## src/rtl/dmem_ctrl.sv

```systemverilog
// Data-memory controller: lane enables, store replication, load extension,
// core stall and fault reporting over a variable-latency req/ack memory.
module dmem_ctrl #(
    parameter int TIMEOUT = 15
) (
    input  logic        clk,
    input  logic        rst,
    input  logic        cpu_en,
    input  logic        cpu_we,
    input  logic [31:0] cpu_addr,
    input  logic [31:0] cpu_wdata,
    input  logic [2:0]  cpu_size,
    output logic [31:0] cpu_rdata,
    output logic        cpu_stall,
    output logic        cpu_misalign,
    output logic        cpu_fault,
    output logic        mem_req,
    output logic        mem_we,
    output logic [31:0] mem_addr,
    output logic [31:0] mem_wdata,
    output logic [3:0]  mem_be,
    input  logic        mem_ack,
    input  logic [31:0] mem_rdata
);

    typedef enum logic [1:0] {
        S_IDLE,
        S_REQ,
        S_DONE
    } state_t;

    state_t      r_state;
    logic [7:0]  r_cnt;
    logic        r_we;
    logic [1:0]  r_off;
    logic [2:0]  r_size;

    logic        w_illegal;
    logic        w_misalign;
    logic        w_accept;
    logic        w_sgn;
    logic [3:0]  w_be;
    logic [31:0] w_wdata;
    logic [31:0] w_bsh;
    logic [31:0] w_hsh;
    logic [31:0] w_ext;

    // Size legality: unsigned variants exist only for loads
    always_comb begin
        w_illegal = 1'b1;
        case (cpu_size)
            3'b000, 3'b001, 3'b010: w_illegal = 1'b0;
            3'b100, 3'b101:         w_illegal = cpu_we;
            default:                w_illegal = 1'b1;
        endcase
    end

    assign w_misalign = ((cpu_size[1:0] == 2'b01) && cpu_addr[0]) ||
                        ((cpu_size[1:0] == 2'b10) && (cpu_addr[1:0] != 2'b00));

    assign w_accept = (r_state == S_IDLE) && cpu_en && !w_illegal && !w_misalign;

    // Stall is held low while reset is asserted so every output reads zero
    assign cpu_stall = !rst && (w_accept || (r_state == S_REQ));

    // Byte-lane enables and store-data replication for the request
    always_comb begin
        w_be    = 4'b1111;
        w_wdata = cpu_wdata;
        case (cpu_size[1:0])
            2'b00: begin
                w_be    = 4'b0001 << cpu_addr[1:0];
                w_wdata = {4{cpu_wdata[7:0]}};
            end
            2'b01: begin
                w_be    = 4'b0011 << {cpu_addr[1], 1'b0};
                w_wdata = {2{cpu_wdata[15:0]}};
            end
            default: begin
                w_be    = 4'b1111;
                w_wdata = cpu_wdata;
            end
        endcase
    end

    assign w_sgn = ~r_size[2];
    assign w_bsh = mem_rdata >> {r_off, 3'b000};
    assign w_hsh = mem_rdata >> {r_off[1], 4'b0000};

    // Lane extraction and sign/zero extension of the returned word
    always_comb begin
        w_ext = '0;
        case (r_size[1:0])
            2'b00:   w_ext = {{24{w_sgn & w_bsh[7]}}, w_bsh[7:0]};
            2'b01:   w_ext = {{16{w_sgn & w_hsh[15]}}, w_hsh[15:0]};
            2'b10:   w_ext = mem_rdata;
            default: w_ext = '0;
        endcase
    end

    // Access FSM with registered memory-side and status outputs
    always_ff @(posedge clk or posedge rst) begin
        if (rst) begin
            r_state      <= S_IDLE;
            r_cnt        <= '0;
            r_we         <= 1'b0;
            r_off        <= '0;
            r_size       <= '0;
            mem_req      <= 1'b0;
            mem_we       <= 1'b0;
            mem_addr     <= '0;
            mem_wdata    <= '0;
            mem_be       <= '0;
            cpu_rdata    <= '0;
            cpu_misalign <= 1'b0;
            cpu_fault    <= 1'b0;
        end else begin
            cpu_misalign <= 1'b0;
            cpu_fault    <= 1'b0;
            case (r_state)
                S_IDLE: begin
                    r_cnt <= '0;
                    if (cpu_en) begin
                        if (w_illegal) begin
                            cpu_fault <= 1'b1;
                        end else if (w_misalign) begin
                            cpu_misalign <= 1'b1;
                        end else begin
                            r_we      <= cpu_we;
                            r_off     <= cpu_addr[1:0];
                            r_size    <= cpu_size;
                            mem_req   <= 1'b1;
                            mem_we    <= cpu_we;
                            mem_addr  <= {cpu_addr[31:2], 2'b00};
                            mem_wdata <= w_wdata;
                            mem_be    <= w_be;
                            r_state   <= S_REQ;
                        end
                    end
                end
                S_REQ: begin
                    if (mem_ack) begin
                        cpu_rdata <= r_we ? 32'd0 : w_ext;
                        mem_req   <= 1'b0;
                        mem_we    <= 1'b0;
                        r_state   <= S_DONE;
                    end else if (r_cnt == 8'(TIMEOUT - 1)) begin
                        cpu_rdata <= '0;
                        cpu_fault <= 1'b1;
                        mem_req   <= 1'b0;
                        mem_we    <= 1'b0;
                        r_state   <= S_DONE;
                    end else begin
                        r_cnt <= r_cnt + 8'd1;
                    end
                end
                S_DONE: begin
                    r_cnt   <= '0;
                    r_state <= S_IDLE;
                end
                default: r_state <= S_IDLE;
            endcase
        end
    end

endmodule

```

## config.mk

```make
export PLATFORM = sky130hd
export DESIGN_NAME = dmem_ctrl
export DESIGN_NICKNAME = d
export VERILOG_FILES = /design/src/rtl/dmem_ctrl.sv
export SDC_FILE = /design/constraint.sdc
export NUM_CORES = 1
export LEC_CHECK = 0
export ABC_CLOCK_PERIOD_IN_PS = 3620
export CAP_MARGIN = 20
export CORE_MARGIN = 3
export CORE_UTILIZATION = 41
export CTS_CLUSTER_SIZE = 10
export DETAILED_ROUTE_END_ITERATION = 7
export GPL_ROUTABILITY_DRIVEN = 0
export HOLD_SLACK_MARGIN = 0.08
export PLACE_DENSITY_LB_ADDON = 0.3
export RECOVER_POWER = 50
export SYNTH_ARGS = -nofsm -noshare
export SYNTH_HDL_FRONTEND = slang
export SYNTH_SLANG_ARGS = --single-unit
```

## constraint.sdc

```tcl
create_clock -name clk -period 3.62 [get_ports clk]
set_input_delay 0.362 -clock clk [delete_from_list [all_inputs] [get_ports clk]]
set_output_delay 0.362 -clock clk [all_outputs]
set_load 0.01 [all_outputs]
```

* Word-level counts from Yosys, hierarchy flattened
Cells that the tools add are included. Widths: inputs -> output; s select.
Cells by class: eq/ne operators 17, reductions and logical operators 27, add/subtract/negate cells 1, shift-type cells 4, bitwise operators 5, multiplexer cells 35
Operators with widths (number):
- $mux 32 | 3
- $pmux 32 s3 | 1
- $pmux 32 s2 | 1
- $shr 32x5->16 | 1
- $shr 32x5->8 | 1
- $mux 1 | 16
- $mux 8 | 2
- $pmux 8 s2 | 1
- $mux 2 | 5
- $ne 2x2->1 const B | 5
- $add 8x1->8 const B | 1
- $eq 8x4->1 const B | 1
- $pmux 1 s2 | 4
- $pmux 4 s2 | 1
- $reduce_and 4->1 | 2
- $reduce_bool 2->1 | 4
- $eq 2x1->1 const B | 3
- $eq 2x2->1 const B | 3
- $eq 3x3->1 const B | 2
- $logic_and 1x1->1 | 6
- $logic_not 2->1 | 3
- $reduce_and 5->1 | 1
- $pmux 2 s2 | 1
- $reduce_or 2->1 | 2
- 13 further kinds | 19
Word-level totals: output and inout bits 105, word-level logic and storage cells 102, bits of input ports 104, bits in registers 118

* Longest topological paths before layout
depth in word-level cells 8, depth in mapped cells 7, depth with buffers taken out 6

* Worst setup path after synthesis
Ideal clock, no wire load.
path kind input-to-output, from input rst, to output cpu_stall, path buffers 0, setup slack 0.086 ns, cell stages on the path 2, data arrival time 3.172 ns, required time 3.258 ns, path through inv_1 o21a_1
On the way: cells in the longest elaborated chain, start to end 2
RTL lines:
- from (decl) | line 7 | input logic rst,
- $logic_not 1->1 (no line)
- $logic_and 1x1->1 | line 64 | assign cpu_stall = !rst && (w_accept || (r_state == S_REQ));
- to (decl) | line 14 | output logic cpu_stall,
No other way between the ends.

* Worst setup path in the final report
from input cpu_size[0], to output cpu_stall
On the way: cells in the longest elaborated chain, start to end 8, elaborated cells between the ends (all ways) 19, those cells by class eq/ne: 6; mux: 1; reduce/logical: 12
RTL lines:
- from (decl) | line 12 | input logic [2:0] cpu_size,
- $eq 3x1->1, or another cell as far along | line 51 | case (cpu_size)
- $reduce_or 3->1 or $reduce_or 2->1 (tied branches) | line 51
- $pmux 1 s2 | line 51
- $logic_not 1->1 | line 61 | assign w_accept = (r_state == S_IDLE) && cpu_en && !w_illegal && !w_misalign;
- $logic_and 1x1->1 | line 61
- $logic_and 1x1->1 * | line 61
- $logic_or 1x1->1 * | line 64
- $logic_and 1x1->1 * | line 64
Mark *: on every way between the ends. The rest lies on a longest branch, timed or not.

==> impl_metrics.json <==
{
  "status": "complete, but fails checks",
  "violations": "max-capacitance violations, max-slew violations",
  "setup_viol": 0,
  "fin_hold_ws_ns": 0.478,
  "min_period_ns": 2.62,
  "critPathKind": "in2out",
  "grt_pass1_wl_mm": 24.2,
  "pre_cts_slack_ns": 1.08,
  "cts_tree": "done",
  "core_area_mm2": 0.0135,
  "vias": 4495,
  "peakVddDrop_mv": 0.361,
  "top_usage_layer": "met2",
  "powerDensity_mw_per_mm2": 689,
  "ant_nets": 0,
  "die_x_um": 124,
  "die-area_mm2": 0.0154,
  "place_area_mm2": 0.00793,
  "grt_use_met2": 0.324,
  "timing.rr.start": "r_off[1]$_DFFE_PP0P_",
  "synth_seq_cells": 118,
  "end_kind": "output port",
  "io_buffers": 206,
  "synth_edf_count": 0,
  "final_util": 0.633,
  "critPathArrivalTime_ns": 2.25,
  "grt_max_degree": 119,
  "hold_start": "mem_addr[20]$_DFFE_PP0P_",
  "cp_cell_sequence": "dlygate4sd3_1 -> nand2b_1 -> o22ai_1 -> nor4_4 -> o21a_1 -> clkdlybuf4s50_1",
  "min_period_over_period": 0.723,
  "ios": 209,
  "rsz0062_at_grt": "no",
  "synth_area_per_cell_um2": 12.3,
  "yosysWarnings": 0,
  "finalHoldViolations": 0,
  "final_common_cell": "clkdlybuf4s50_1",
  "core.rowCount": 42,
  "grt_usage": 0.207,
  "routed_via_density": 5.26,
  "cts_resized": 0,
  "clock_path_buffers": 2,
  "synth_cells": 467,
  "firstDrtPassIters": 5,
  "skew_ns": 0.00598,
  "synth_ff_type": "dfrtp_1",
  "hp-class": "reg2reg",
  "worstPathMaxFanout": 5,
  "fillers": 1065,
  "layout_setup_ws_ns": 1.00,
  "async_reset_ff_frac": 1.00,
  "wirelength_mm": 15.6,
  "clk_latency_ns": 0.41,
  "max_slew_margin": -0.0608,
  "postCtsSetupBuffers": 0,
  "grt_overflow": 0,
  "cp_slowest_stage_delay_ns": 0.61,
  "start_util": 0.425,
  "yosysTopAreaCell": "dfrtp_1",
  "yosys-top-cells-area": "dfrtp_1 52%, mux2_2 11%, mux2_1 8.3%, mux2i_1 3.8%, a22o_1 2.4%",
  "gr-usage-met3": 0.110,
  "clkTransAtPathRegs_ns": 0.05,
  "area_growth_pct": 48.7,
  "start_kind": "input port",
  "drv_slew": 119,
  "ys_seq_area_frac": 0.516,
  "cp_slowest_cell": "dlygate4sd3_1",
  "use_met1": 0.243,
  "synth_cell_types": 54,
  "required_ns": 3.26,
  "initialDrtViolationCount": 236,
  "grt_pass1_vias": 4591,
  "hpwlAfterDp_mm": 11.1,
  "cts-root-buf": "clkbuf_16",
  "cts.sink_count": 118,
  "h-tree-depth": 4,
  "tightestPinTransition_ns": 1.59,
  "maxCapViolations": 1,
  "ctsHoldBuffers": 0,
  "final_cell_mix": "156 x clkdlybuf4s50_1, 118 x dfrtp_1, 56 x mux2_2, 50 x dlygate4sd3_1, 42 x mux2_1",
  "fmax_mhz": 382,
  "drc": 0,
  "r2r_slack_ns": 1.28,
  "syn_area_mm2": 0.00572,
  "antenna_found_initial": 0,
  "n_antenna_cell": 0,
  "total_power_mw": 5.87,
  "fin_setup_tns_ns": 0,
  "finalInstanceArea_mm2": 0.00851,
  "cts_inserted_buffers": 17,
  "fin_cells": 854,
  "crit_path_start": "cpu_size[0]",
  "dp.cells": 822,
  "power.leakage_nw": 3.71,
  "drive_above_1_share": 0.155,
  "wl_per_cell_um": 18.3,
  "nets": 771,
  "dieHeight_um": 124,
  "synth_top_area_frac": 0.516
}
==> kinds of logic after synthesis <==
logic type                 share of synthesized area
xor gates and xnor gates                     0.00918
buffers and inverters                         0.0341
adders and majority gates                    0.00437
AOI/OAI and AO/OA                             0.0979
and+or+nand+nor                                0.103
DFF                                            0.516
other                                       0.000655
muxes                                          0.235
==> sequential cells by signal, summed over array words and instances (netlist names) <==
register and count:
cpu_fault 1, cpu_misalign 1, cpu_rdata 32, mem_addr 30, mem_be 4, mem_req 1
mem_wdata 32, mem_we 1, r_cnt 8, r_off 2, r_size 3, r_state 2
r_we 1
==> layer usage <==
metal | vias up | wire length, µm | part of all wire
li1 | 2120 | - | -
met1 | 2189 | 6130 | 0.39
met2 | 171 | 7450 | 0.48
met3 | 15 | 1830 | 0.12
met4 | 0 | 186 | 0.012
met5 | - | 0 | 0
==> power by group <==
group	total, mW	internal (mW)	switching (mW)	leakage [nW]
sequential	2.08	1.78	0.304	1.47
clock	1.66	1.06	0.598	0.284
combinational	2.13	1.25	0.874	1.96
total	5.87	4.09	1.78	3.71
==> synthesized netlist by cell type (3+ instances only) <==
| library cell | instances |
|---|---|
| and3_1 | 8 |
| o2bb2ai_1 | 8 |
| o21bai_1 | 4 |
| dfrtp_1 | 118 |
| nand3_1 | 19 |
| nand2_1 | 36 |
| a22o_1 | 16 |
| xnor2_1 | 5 |
| buf_2 | 9 |
| a221o_1 | 7 |
| nor2_1 | 11 |
| clkbuf_1 | 17 |
| mux2_1 | 42 |
| nor2b_1 | 5 |
| o21ai_0 | 9 |
| mux2i_1 | 22 |
| buf_4 | 6 |
| inv_1 | 4 |
| mux2_2 | 56 |
| a221oi_1 | 8 |
| nand2b_1 | 5 |
| and2_1 | 7 |
| a21o_1 | 3 |
==> path summary, 6_finish.rpt <==
kind / endpoint / cells past startpoint
min reg2reg: mem_addr[20]$_DFFE_PP0P_ / 1
max in group asynchronous: cpu_rdata[29]$_DFFE_PP0P_ / 3
max: cpu_stall / 6
min in group asynchronous: cpu_rdata[12]$_DFFE_PP0P_ / 3
min: mem_addr[20]$_DFFE_PP0P_ / 1
max reg2reg: cpu_rdata[30]$_DFFE_PP0P_ / 4
==> critical path, delay by kind of cell <==
family | cells | cell delay [ns]
and+or+nand+nor | 2 | 0.49
buffers and inverters | 2 | 1.13
AOI/OAI and AO/OA | 2 | 0.27
==> final cells by class <==
class,count,area [µm²],area share
Inverter,6,23.8,0.00279
Clock buffer,20,467,0.0548
Clock inverter,12,128,0.0150
Sequential cell,118,2950,0.347
Tap cell,176,220,0.0259
Multi-Input combinational cell,309,2590,0.305
Timing Repair Buffer,213,2130,0.250
Power figures use the tool's default switching activity.
